File: src/rtl/rr_arbiter.sv
// rr_arbiter: round-robin arbiter for up to 32 requesters.
// A rotating pointer sets the starting priority. A grant is held until the
// owner raises done_i or the hold counter reaches MAX_HOLD cycles.

module rr_arbiter #(
   parameter int N        = 32,
   parameter int IDW      = 5,
   parameter int MAX_HOLD = 255
) (
   input  logic           clk_i,
   input  logic           rst_i,
   input  logic [N-1:0]   req_i,
   input  logic           done_i,
   output logic [N-1:0]   gnt_o,
   output logic [IDW-1:0] gnt_id_o,
   output logic           gnt_valid_o,
   output logic           timeout_o
);

   localparam logic [0:0] IDLE  = 1'b0;
   localparam logic [0:0] GRANT = 1'b1;

   logic [0:0]     state_q, state_d;
   logic [IDW-1:0] ptr_q, ptr_d;
   logic [15:0]    cnt_q, cnt_d;
   logic [N-1:0]   gnt_q, gnt_d;
   logic [IDW-1:0] id_q, id_d;
   logic           tmo_q, tmo_d;

   logic [IDW-1:0] winIdx;
   logic           winValid;
   logic [IDW-1:0] ptrNext;
   logic           holdExpired;

   // Find the first active request scanning upward from the pointer, wrapping at N-1.
   always_comb begin
      int             pos;
      logic [IDW-1:0] posIdx;
      winIdx   = '0;
      winValid = 1'b0;
      pos      = 0;
      posIdx   = '0;
      for (int i = 0; i < N; i++) begin
         pos = int'(ptr_q) + i;
         if (pos >= N) begin
            pos = pos - N;
         end
         posIdx = IDW'(pos);
         if (!winValid && req_i[posIdx]) begin
            winValid = 1'b1;
            winIdx   = posIdx;
         end
      end
   end

   assign ptrNext     = (id_q == IDW'(N - 1)) ? '0 : id_q + IDW'(1);
   assign holdExpired = (cnt_q == 16'(MAX_HOLD - 1));

   // Next-state logic: arbitrate in IDLE, hold and count in GRANT until release.
   always_comb begin
      state_d = state_q;
      ptr_d   = ptr_q;
      cnt_d   = cnt_q;
      gnt_d   = gnt_q;
      id_d    = id_q;
      tmo_d   = 1'b0;
      case (state_q)
         IDLE: begin
            if (winValid) begin
               state_d       = GRANT;
               gnt_d         = '0;
               gnt_d[winIdx] = 1'b1;
               id_d          = winIdx;
               cnt_d         = '0;
            end
         end
         GRANT: begin
            if (done_i || holdExpired) begin
               state_d = IDLE;
               gnt_d   = '0;
               id_d    = '0;
               cnt_d   = '0;
               ptr_d   = ptrNext;
               tmo_d   = !done_i;
            end else begin
               cnt_d = cnt_q + 16'd1;
            end
         end
         default: begin
            state_d = IDLE;
         end
      endcase
   end

   // State registers with synchronous reset that abandons any held grant silently.
   always_ff @(posedge clk_i) begin
      if (rst_i) begin
         state_q <= IDLE;
         ptr_q   <= '0;
         cnt_q   <= '0;
         gnt_q   <= '0;
         id_q    <= '0;
         tmo_q   <= 1'b0;
      end else begin
         state_q <= state_d;
         ptr_q   <= ptr_d;
         cnt_q   <= cnt_d;
         gnt_q   <= gnt_d;
         id_q    <= id_d;
         tmo_q   <= tmo_d;
      end
   end

   assign gnt_o       = gnt_q;
   assign gnt_id_o    = id_q;
   assign gnt_valid_o = |gnt_q;
   assign timeout_o   = tmo_q;

endmodule
File: config.mk
export PLATFORM = sky130hd
export DESIGN_NAME = rr_arbiter
export DESIGN_NICKNAME = d
export VERILOG_FILES = /design/src/rtl/rr_arbiter.sv
export SDC_FILE = /design/constraint.sdc
export NUM_CORES = 1
export LEC_CHECK = 0
export BUFFER_PORTS_ARGS = -buffer_cell sky130_fd_sc_hd__buf_2
export CORE_ASPECT_RATIO = 1.2
export CORE_UTILIZATION = 58
export CTS_CLUSTER_DIAMETER = 100
export DETAILED_ROUTE_END_ITERATION = 16
export PLACE_DENSITY = 0.77
export SETUP_SLACK_MARGIN = 0.3
export SYNTH_ARGS = -nofsm -noshare
export SYNTH_HDL_FRONTEND = slang
export SYNTH_SLANG_ARGS = --single-unit
export TNS_END_PERCENT = 1
File: constraint.sdc
create_clock -name clk_i -period 6.96 [get_ports clk_i]
set_input_delay 0.348 -clock clk_i [delete_from_list [all_inputs] [get_ports clk_i]]
set_output_delay 0.348 -clock clk_i [all_outputs]
set_load 0.01 [all_outputs]
==> metrics.txt <==
Yosys reg bits 60; Worst Path Arrival around 6.5 ns; Clock Root Buffer clkbuf_16; worst min-delay path class input pin to flop; area grow syn2layout 8.36%; max_slew headroom around 14%; CP Cell Sequence clkinv_1, ha_2, buf_4, mux2i_1, mux2i_1, o211ai_1, a22o_1, o21ai_2, or4b_1, nor4_2, nand2_1, o31ai_1, a2bb2oi_1, a211o_2, and2b_1, a22o_1; H-tree depth 3; CTS Hold Bufs 0; CP max stage cell ha_2; Max FO, Critical Path 27; Final TNS setup 0 ns; synthesized cell area 0.00962 sq mm; unrepaired setup endpoints after global routing false; TritonCTS clock tree done; Diodes inserted 0; first-pass GRT wire length 57,500 microns; Leakage 3.92 nW; Starting Density between 50% and 60%; Post-synth top cells nor2_1, mux2i_1, nand2_1, mux4_2, o21ai_0; HP Start done_i; GRT Total Usage between 40 and 50%; largest net degree at the start of global routing between 50 and 60; crit end category flop; HPWL after detailed placement roughly 28,000 microns; R2R setup slack 0.67 ns; Achievable Freq 159 MHz; core area 0.0162 sq mm; worst slew pin tran around 1.3 ns; Sink Count 60; postcts setup bufs 0; drt initial violations around 1,800; Worst Clk Skew 0.00961 ns; # Max-Cap Violations 0; reg2reg end gnt_o[9]; Req. time, crit path 7.18 ns; Setup Crit Path Kind flop to flop; Total Wirelength 37,700 microns; fin. max-slew vios 0; Layout fillers 1,437; Nets 1,250; pwr/cell area 174 mW/mm^2; layout cells sized above 1 21.6%; Pwr Total 1.81 mW; fin crit share around nine tenths; sequential share of the synthesized area 12.5%; # rows 51; register area 0.00121 sq mm; gr ovfl total 0; post-route antenna net violation count 0; hold endpoint timeout_o; via/cell ratio 7.53; initial antenna violation count 0; PostCTS Resize Cnt 0; Cells on Worst Hold Path 2; prevailing post-synth register cell dfxtp_1; distinct cell type count after synthesis 94; DIE AREA 0.0171 sq mm; WL per Instance 26.6 microns; final setup fails 0; Synth top area share 14.7%; Startpoint Class flop; vias in the first global route 9,719; clk buf depth 2; clk_lat worst skew between 0.3 and 0.4 ns; detailed-route via count 10,700; Area contributors post-synth mux4_2, dfxtp_1, mux2i_1, mux2_2, nor2_1; Period minus WS final approximately 6.3 ns; DR pass1 iterations 8; Critical Path Start ptr_q[1]; area of the multi-input gates 0.00791 sq mm; PortBufs 73; Synth Net Count 1,210; status finished, final reports clean; Worst-path clk slew 0.05 ns; CP peak stage delay 0.79 ns; Die H approximately 140 microns; io pins 74; DRC 0; FF-to-FF Start ptr_q[1]; FFs w/ async S/R, synth 0%; dpl ws 0.853 ns; final hold vios 0; peak supply drop 0.000234 V; Yosys warnings 0; worst r2r path cells 16; syn_area_per_cell 8.30 sq um; setup ws final 0.674 ns; Syn Inst Count between 1,000 and 1,500; die width 120 microns; most common cell in the netlist nor2_1; area leader, netlist mux4_2; global placer's final weighted congestion 1.07; EDFF count, synth 0; Num CTS Buffers 9
-- layout make-up --
| cell class | instances | share of cell area [%] |
|---|---|---|
| Multi-Input combinational cell | 992 | 75.8 |
| Sequential cell | 60 | 11.6 |
| Timing Repair Buffer | 110 | 6.17 |
| Tap cell | 212 | 2.54 |
| Clock buffer | 11 | 2.42 |
| Inverter | 26 | 0.936 |
| Clock inverter | 5 | 0.564 |
-- layout by cell type, fill, tap and decap left out, drive strengths merged, types with 10 or more instances in the layout --
cell type	Yosys	final
o211ai	16	16
a211oi	11	11
or3	17	17
nor2	104	104
xnor2	30	30
nand2	96	96
mux4	63	63
and3	19	19
dfxtp	60	60
a22oi	13	13
nor4	21	21
mux2i	98	98
nor3	30	30
inv	22	23
o221ai	10	10
a311oi	10	10
nand4	12	12
o21ai	66	66
mux2	52	52
clkbuf	39	11
buf	42	110
nand3	34	34
a21oi	63	63
a22o	33	33
ha	16	16
nor2b	13	13
-- cells by family after synthesis --
family | after synthesis | synth area share (%)
AO/OA/AOI/OAI | 333 | 24.7
XOR/XNOR | 37 | 3.52
adder cells (fa/ha/maj) | 16 | 2.08
buffers and inverters | 107 | 5.49
flip-flops | 60 | 12.5
multiplexers | 213 | 31.0
AND/OR/NAND/NOR | 393 | 20.7
-- registers in the layout, indices dropped and copies added, names as in the netlist --
name	count
gnt_id_o	5
cnt_q	16
gnt_o	32
state_q	1
timeout_o	1
ptr_q	5
-- stage by stage --
stage	cell area, sq um	utilization, %	cells	hold WS (ns)
finish	10400	64.3	1416	0.204
global route	10400	64.3	1416	0.213
CTS	10400	64.3	1416	0.200
detailed placement	10100	62.4	1400	0.487
global placement	10100	62.4	1400	0.468
floorplan	9620	-	1159	0.427
-- how the worst max path moves through the flow --
stage,to,slack (ns),cells past startpoint
global placement,gnt_o[4],0.94,16
finish,gnt_o[9],0.67,16
CTS,gnt_o[10],0.83,16
detailed placement,gnt_o[10],0.85,16
floorplan,gnt_o[29],0.72,28
global route,gnt_o[11],0.31,16
-- report_power, final --
group          switching (mW)  internal, mW
combinational           0.632         0.360
clock                   0.161         0.297
sequential            0.00879         0.352
-- metal layers --
layer	vias up	global-route usage (%)	part of all wire, %
li1	4650	-	-
met1	4991	53.6	36
met2	804	70.3	44
met3	213	9.42	11
met4	0	30.2	8.0
met5	-	0	0
-- worst max-delay path: cells and delay by family (launching register included) --
family	cells	cell delay, ns
buffers and inverters	2	0.54
and+or+nand+nor	4	1.87
muxes	2	0.47
AOI/OAI and AO/OA	7	2.12
adders and majority gates	1	0.79
DFF	1	0.35
(Power assumes the default switching activity.)
